## src/rtl/serial_arith_pkg.sv

```systemverilog
// Shared definitions for the bit-serial arithmetic blocks: handshake FSM states,
// default operand width and the bit-counter width helper.
package serial_arith_pkg;

  localparam int DEFAULT_WIDTH = 4;

  typedef enum logic [1:0] {
    IDLE = 2'd0,
    RUN  = 2'd1,
    DONE = 2'd2
  } state_e;

  // Counter must index bits 0..width-1; never let it collapse to zero bits.
  function automatic int cnt_width(input int width);
    return (width < 2) ? 1 : $clog2(width);
  endfunction

endpackage

```

## src/rtl/full_subtractor_cell.sv

```systemverilog
// One-bit full subtractor: d = a - b - bin, with the borrow out of this bit position.
module full_subtractor_cell (
  input  logic a,
  input  logic b,
  input  logic bin,
  output logic d,
  output logic bout
);

  assign d    = a ^ b ^ bin;
  assign bout = (~a & b) | (~(a ^ b) & bin);

endmodule

```

## src/rtl/serial_subtractor.sv

```systemverilog
// Bit-serial unsigned subtractor, LSB first, one full-subtractor cell and a borrow flop,
// with valid/ready handshakes on operand and result sides.
module serial_subtractor
  import serial_arith_pkg::*;
#(
  parameter int WIDTH = DEFAULT_WIDTH
) (
  input  logic             Clk,
  input  logic             Rst,
  input  logic [WIDTH-1:0] A,
  input  logic [WIDTH-1:0] B,
  input  logic             InValid,
  output logic             InReady,
  output logic [WIDTH:0]   Result,
  output logic             OutValid,
  input  logic             OutReady
);

  localparam int            CW   = cnt_width(WIDTH);
  localparam logic [CW-1:0] LAST = CW'(WIDTH - 1);

  state_e           state_q, state_d;
  logic [WIDTH-1:0] a_q, a_d;
  logic [WIDTH-1:0] b_q, b_d;
  logic             borrow_q, borrow_d;
  logic [CW-1:0]    cnt_q, cnt_d;
  logic [WIDTH:0]   result_q, result_d;

  logic             diff_bit;
  logic             borrow_out;

  full_subtractor_cell u_cell (
    .a    (a_q[0]),
    .b    (b_q[0]),
    .bin  (borrow_q),
    .d    (diff_bit),
    .bout (borrow_out)
  );

  always_ff @(posedge Clk or posedge Rst) begin
    if (Rst) begin
      state_q  <= IDLE;
      a_q      <= '0;
      b_q      <= '0;
      borrow_q <= 1'b0;
      cnt_q    <= '0;
      result_q <= '0;
    end else begin
      state_q  <= state_d;
      a_q      <= a_d;
      b_q      <= b_d;
      borrow_q <= borrow_d;
      cnt_q    <= cnt_d;
      result_q <= result_d;
    end
  end

  always_comb begin
    state_d  = state_q;
    a_d      = a_q;
    b_d      = b_q;
    borrow_d = borrow_q;
    cnt_d    = cnt_q;
    result_d = result_q;

    unique case (state_q)
      IDLE: begin
        if (InValid) begin
          a_d      = A;
          b_d      = B;
          borrow_d = 1'b0;
          cnt_d    = '0;
          result_d = '0;
          state_d  = RUN;
        end
      end

      RUN: begin
        // Difference bits enter at the top so bit 0 ends up at the LSB after WIDTH shifts.
        a_d      = a_q >> 1;
        b_d      = b_q >> 1;
        borrow_d = borrow_out;
        cnt_d    = cnt_q + CW'(1);
        result_d = {result_q[WIDTH], diff_bit, result_q[WIDTH-1:1]};
        if (cnt_q == LAST) begin
          result_d[WIDTH] = borrow_out;
          state_d         = DONE;
        end
      end

      DONE: begin
        if (OutReady) begin
          state_d = IDLE;
        end
      end

      default: begin
        state_d = IDLE;
      end
    endcase
  end

  assign InReady  = (state_q == IDLE);
  assign OutValid = (state_q == DONE);
  assign Result   = result_q;

endmodule

```

## config.mk

```make
export PLATFORM = sky130hd
export DESIGN_NAME = serial_subtractor
export DESIGN_NICKNAME = d
export VERILOG_FILES = /design/src/rtl/serial_arith_pkg.sv /design/src/rtl/full_subtractor_cell.sv /design/src/rtl/serial_subtractor.sv
export SDC_FILE = /design/constraint.sdc
export NUM_CORES = 1
export LEC_CHECK = 0
export CAP_MARGIN = 20
export CORE_MARGIN = 1
export CORE_UTILIZATION = 48
export CTS_CLUSTER_DIAMETER = 100
export CTS_CLUSTER_SIZE = 30
export DETAILED_ROUTE_END_ITERATION = 16
export PLACE_DENSITY = 0.86
export SYNTH_ARGS = -nofsm -noshare
export SYNTH_HDL_FRONTEND = slang
export SYNTH_HIERARCHICAL = 1
export SYNTH_SLANG_ARGS = --single-unit
```

## constraint.sdc

```tcl
create_clock -name Clk -period 1.5 [get_ports Clk]
set_input_delay 0.3 -clock Clk [delete_from_list [all_inputs] [get_ports Clk]]
set_output_delay 0.3 -clock Clk [all_outputs]
set_load 0.03 [all_outputs]
```

==> metrics, run 1 <==
status complete, no violations; ranking of synthesized cells by area dfrtp_1 (51%), a22o_1 (6.9%), inv_1 (3.8%); Max IR drop VDD 0.932 mV; count of cell types in the netlist 28; PwrDens 2110 nW/µm²; ANT cells 0; initial antenna violation count 0; min Tclk post-route 1430 ps; Starting Density 0.515; first-pass GRT wire length 2.67 mm; CTS root buf clkbuf_4; # rows 15; Routed WL per cell 13.5 µm; combinational share of power 0.513; required time of the worst setup path 1200 ps; Area Overhead vs Synth 30.2%; DRT iter0 DRCs 11; internal power component 1.49 mW; period utilization 0.954; CP Max Fanout 9; Top delay family on crit path flip-flops; CP cell instances nor2_2 -> buf_4; Die Y 45.1 µm; Max-cap violations 0; total power 2.44 mW; Total Routing Usage GR 0.184; Yosys top cell area share 0.506; register area 453 µm²; GRT overflow 0; prevailing post-synth register cell dfrtp_1; final hold vios 0; Slowest-stage cell, CP dfrtp_2; WP data arrival 1130 ps; max_slew headroom 0.783; CP bufs+invs 1; DR DRC count 0; Synth Net Count 87; full die area 2030 µm²; Flop pwr share 0.365; register area share after synthesis 0.506; most common cell in the synthesized netlist dfrtp_1; Pre-Repair DR Iteration Count 4; Detail Route Antenna Nets 0; clk slew on worst S/H paths 100 ps; Mapped Area 890 µm²; final core occ 0.671; cell taking the most area after synthesis dfrtp_1; CTS tree built; NetSw 955 µW; design area 1160 µm²; largest net degree at the start of global routing 19; Total Routed Length 1.68 mm; multi-input logic area 368 µm²; placed cell area 1080 µm²; syn_area_per_cell 12.2 µm²; later-pin clock latency in the skew report 290 ps; Seq cells post-synth 18; FFs w/ async S/R, synth 1.00; Worst path max stage delay 490 ps; PortBufs 18; Clock Power Share 0.122; vias per cell 5.37; Filler Cells Inserted 137; Achievable Freq 699 MHz; TritonCTS Buffers 3; # IOs 19; Fin Clk Skew 3.69 ps; vias in the first global route 626; share of layout cells above drive strength 1 0.253; DP Wirelength 1.15 mm; htree depth 1; synth cell count leaders dfrtp_1 (18), inv_1 (9), a22o_1 (7), nand2b_1 (4); measured slew at the worst slew-check pin 321 ps; CP endpoint kind output pin; warnings from Yosys 6; core area 1730 µm²; Finish-stage setup viols 0; Net Sw Frac 0.391; Hold WS 310 ps; Syn Inst Count 73; CP Class flop to output pin; CTS Buffer Depth 2; die width 45.1 µm; startpoint types flop; setup TNS 0 ps; Final Wtd Congestion 0.756; Post-synth EDFFs 0; Leak 0.539 nW; Hold WC Path Type input pin to async pin; Clock Sink Count 18; nets@finish 114; total number of vias 666; Slew Viols, Final 0
[layout make-up]
| cell class | count | area share |
|---|---|---|
| sequential | 18 | 0.391 |
| inverter | 9 | 0.0292 |
| timing repair buffer | 27 | 0.204 |
| clock buffer | 4 | 0.0313 |
| multi-input combinational | 41 | 0.317 |
| tap | 25 | 0.0270 |
[cell usage in the layout, fill, tap and decap left out, drive strengths merged]
cell type	count
and2	1
fa	1
nor4b	2
o21ba	1
or4b	3
nand3b	1
dlygate4sd2	5
nand2b	4
a221o	1
clkdlybuf4s50	11
nor2	2
a211oi	1
buf	11
dfrtp	18
ha	1
a221oi	1
a21oi	1
nand2	1
o2bb2ai	1
inv	9
nor2b	3
mux2i	1
a22o	7
a222oi	1
clkbuf	4
o21bai	1
o221a	3
o221ai	1
nor3b	2
[registers in the layout, indices dropped and copies added (netlist names)]
name	count
state_q	2
Result	5
borrow_q	1
cnt_q	2
a_q	4
b_q	4
[worst register-to-register path, cell delays in order, from the launching register on]
cell     delay, ps
dfrtp_2        490
buf_4          180
or4b_1         500
o221a_2        140
[timing repair]
action,4_1_cts,5_1_grt
buffers inserted,2,3
setup endpoints to repair,7,2
resized for setup,8,1
gates cloned,0,0
hold buffers,0,0
[worst paths after layout]
path                       startpoint         end  slack, ps  cells past startpoint
hold / removal                    Rst   Result[4]        310                      3
max in group asynchronous         Rst  state_q[1]        980                      3
hold reg to reg              cnt_q[0]    cnt_q[0]        500                      1
setup / recovery           state_q[0]     InReady         70                      2
setup reg to reg           state_q[0]      b_q[0]         90                      3
min in group Clk             cnt_q[0]    cnt_q[0]        500                      1
[power groups by stage]
stage	sequential, mW	clock (mW)	combinational [mW]
2_1_floorplan	0.952	0	0.827
3_3_place_gp	0.922	0	1.12
3_5_place_dp	0.933	0	1.15
4_1_cts	0.905	0.301	1.17
5_1_grt	0.933	0.327	1.37
6_report	0.892	0.298	1.25
[routing by layer]
| layer | wire length [µm] | part of all wire | global-route usage | vias up |
|---|---|---|---|---|
| li1 | - | - | - | 321 |
| met1 | 790 | 0.47 | 0.248 | 327 |
| met2 | 797 | 0.48 | 0.290 | 16 |
| met3 | 65 | 0.039 | 0.0240 | 2 |
| met4 | 21 | 0.013 | 0.0909 | 0 |
| met5 | 0 | 0 | 0 | - |
[stage by stage]
step / cells / setup WS, ps
after global placement: 115 / -9.90
after detailed placement: 115 / -46.2
final: 124 / 68.7
after floorplan: 73 / 61.4
after global routing: 124 / -9.55
after CTS: 121 / 21.8
[cell families (layout without fill, tap and decap cells)]
kind of cell,after synthesis,after routing,share of synthesized area
flip-flops,18,18,0.506
AND/OR/NAND/NOR,19,19,0.148
buffers and inverters,14,40,0.0858
AO/OA/AOI/OAI,19,19,0.212
multiplexers,1,1,0.0113
adder cells (fa/ha/maj),2,2,0.0366
No activity file was read; power rests on OpenSTA's default activity.
==> run 2, diff against run 1 <==
ABC_AREA = 1   (was default)
clock period = 1.6 ns   (was 1.5 ns; I/O delays follow)
==> run 2 against run 1 <==
  * Design area decreased by 6.5%
  * Total power fell by 18%
  * Synthesized area down 1.3%
  * Cell count is 25% higher
  * Clock skew decreased by 2.2 ps
  * Clock power fell by 28%
==> metrics, run 2 <==
Worst path max stage delay 430 ps (-60 ps); vias in the first global route 641 (+2.4%); CP bufs+invs 2 (+1); Filler Cells Inserted 163 (+19%); Final Wtd Congestion 0.704 (-6.8%); measured slew at the worst slew-check pin 297 ps (-23.8 ps); # rows 15 (unchanged); placed cell area 1070 µm² (-1.6%); reg-to-reg startpoint a_q[0]; Leak 0.617 nW (+14%); full die area 2000 µm² (-1.2%); Total Routed Length 1.55 mm (-7.5%); Pre-Repair DR Iteration Count 4 (unchanged); commonest non-fill, non-tap cells in the layout nand2_1 (59), dfrtp_1 (17), clkdlybuf4s50_1 (11), inv_1 (10), nand3_1 (10); CTS root buf clkbuf_4; FFs w/ async S/R, synth 1.00 (unchanged); register area share after synthesis 0.513 (+0.00649); Fin Clk Skew 1.46 ps (-2.24 ps); WP data arrival 1160 ps (+30 ps); nets@finish 146 (+28%); most common cell in the synthesized netlist nand2_1; # IOs 19 (unchanged); Placed Cells 152 (+32%); DRT iter0 DRCs 16 (+5); Area Overhead vs Synth 23.4%; Total Routing Usage GR 0.197 (+0.0129); clk slew on worst S/H paths 90 ps (about the same); Critical Path Start state_q[1]; PortBufs 18 (unchanged); GRT overflow 0 (unchanged); ranking of synthesized cells by area dfrtp_1 (51%), nand2_1 (25%), nand3_1 (5.7%); worst r2r dst Result[4]; Slowest-stage cell, CP dfrtp_1; CTS tree built; Achievable Freq 677 MHz; Yosys top cell area share 0.513 (+0.00649); Clock Sink Count 18 (unchanged); Syn Inst Count 111 (+52%); cell taking the most area after synthesis dfrtp_1; CP Class flop to output pin; total power 2.01 mW (-18%); Post-synth EDFFs 0 (unchanged); Finish-stage setup viols 0 (unchanged); Finished Layout Cells 155 (+25%); Seq cells post-synth 18 (unchanged); commonest non-fill, non-tap cell in the layout nand2_1; Hold WC Path Type input pin to async pin; required time of the worst setup path 1280 ps (+80 ps); max reg flops 5 (unchanged); WP depth 3 (+1); flop2flop setup slack 350 ps (+260 ps); total number of vias 737 (+11%); first-pass GRT wire length 2.73 mm (+2.3%); period utilization 0.924; startpoint types flop; initial antenna violation count 0 (unchanged); R2R depth 6 (+3); CP Max Fanout 12 (+3); syn_area_per_cell 7.91 µm² (-35%); die width 44.8 µm (-0.61%); largest net degree at the start of global routing 19 (unchanged); CP cell instances inv_2 -> nor2_1 -> buf_4; vias per cell 4.75 (-11%); design area 1080 µm² (-6.5%); TritonCTS Buffers 3 (unchanged); Top delay family on crit path flip-flops; multi-input logic area 360 µm² (-2.0%); prevailing post-synth register cell dfrtp_1; final hold vios 0 (unchanged); Detail Route Antenna Nets 0 (unchanged); DP Wirelength 1.15 mm (-0.65%); share of layout cells above drive strength 1 0.0923 (-0.160); postcts setup bufs 0 (-2); Slew Viols, Final 0 (unchanged); Mapped Area 878 µm² (-1.3%); setup TNS 0 ps (unchanged); Starting Density 0.509 (-0.00652); RSZ-0062 raised after global routing no; register area 452 µm² (-0.28%); CTS Buffer Depth 2 (unchanged); DR DRC count 0 (unchanged); ANT cells 0 (unchanged); max_slew headroom 0.803 (+0.0197); status complete, no violations; min Tclk post-route 1480 ps; Max-cap violations 0 (unchanged); Synth Net Count 125 (+44%); count of cell types in the netlist 15 (-46%); Post-CTS Hold Buffers 0 (unchanged); Routed WL per cell 9.99 µm (-26%); Die Y 44.8 µm (-0.61%); final core occ 0.628 (-0.0435); core area 1730 µm² (unchanged); PwrDens 1850 nW/µm² (-12%); Max IR drop VDD 0.823 mV (-12%); CP endpoint kind output pin; later-pin clock latency in the skew report 290 ps (about the same); htree depth 1 (unchanged); warnings from Yosys 6 (unchanged); Critical Path End OutValid; synth cell count leaders nand2_1 (59), dfrtp_1 (18), inv_1 (10), nand3_1 (10)
==> run 2: cell types whose count changed after synthesis, sizes merged, moves of 2 or more <==
cell    before  now
inv          9   11
a22o         7    0
nor3b        2    0
nand2b       4    0
buf          5    3
or4b         3    0
nor4b        2    0
o221a        3    0
nand2        1   62
nor2b        3    0
nand3        0   10
==> run 2: report_power, final <==
group / internal (mW) / switching (mW) / leakage, nW / total [mW]
logic: 0.342 / 0.644 / 0.371 / 0.986
registers: 0.648 / 0.156 / 0.232 / 0.804
clock network: 0.0875 / 0.129 / 0.0138 / 0.216
total: 1.08 / 0.929 / 0.617 / 2.01
==> run 2: area by class of cell <==
cell class	instances	share of cell area
inverters	11	0.0381
well taps	25	0.0289
repair buffers	19	0.163
clock buffers	3	0.0208
flip-flops and latches	18	0.417
multi-input cells	79	0.333
==> run 2: through the flow <==
stage	hold slack, ps	setup slack (ps)
3_5_place_dp	458	249
4_1_cts	346	72.8
2_1_floorplan	259	260
5_1_grt	370	62.4
6_report	343	122
3_3_place_gp	452	278
==> run 2: worst min-delay path by stage <==
stage	start	to	depth (start not counted)	slack [ps]
final	Rst	cnt_q[1]	3	340
after global routing	Rst	cnt_q[1]	3	370
after CTS	Rst	cnt_q[1]	3	350
after detailed placement	borrow_q	borrow_q	2	460
after global placement	Result[0]	Result[0]	2	450
after floorplan	Rst	Result[0]	1	260
==> run 2: repair_timing <==
action | in CTS | in global routing
endpoints found under the setup margin | 5 | 1
hold endpoints to repair | 0 | 0
gates cloned | 0 | 0
pin swaps | 0 | 0
gates resized for setup | 5 | 1
==> run 2: tightest hold or removal path, cell delays in order <==
cell and delay, ps:
clkdlybuf4s50_1 400, inv_1 50, buf_4 240
==> run 2: kinds of logic (layout without fill, tap and decap cells) <==
family                   count (synthesis)  count (layout)  synth area share
AND/OR/NAND/NOR                         76              76             0.365
flip-flops                              18              18             0.513
buffers and inverters                   14              33            0.0769
adder cells (fa/ha/maj)                  2               2            0.0370
AO/OA/AOI/OAI                            1               1           0.00855
==> run 2: layer usage <==
layer | wire, µm | global-route usage | vias to the layer above
li1 | - | - | 375
met5 | 0 | 0 | -
met3 | 95 | 0.0480 | 4
met2 | 766 | 0.312 | 27
met4 | 29 | 0.127 | 0
met1 | 657 | 0.240 | 331
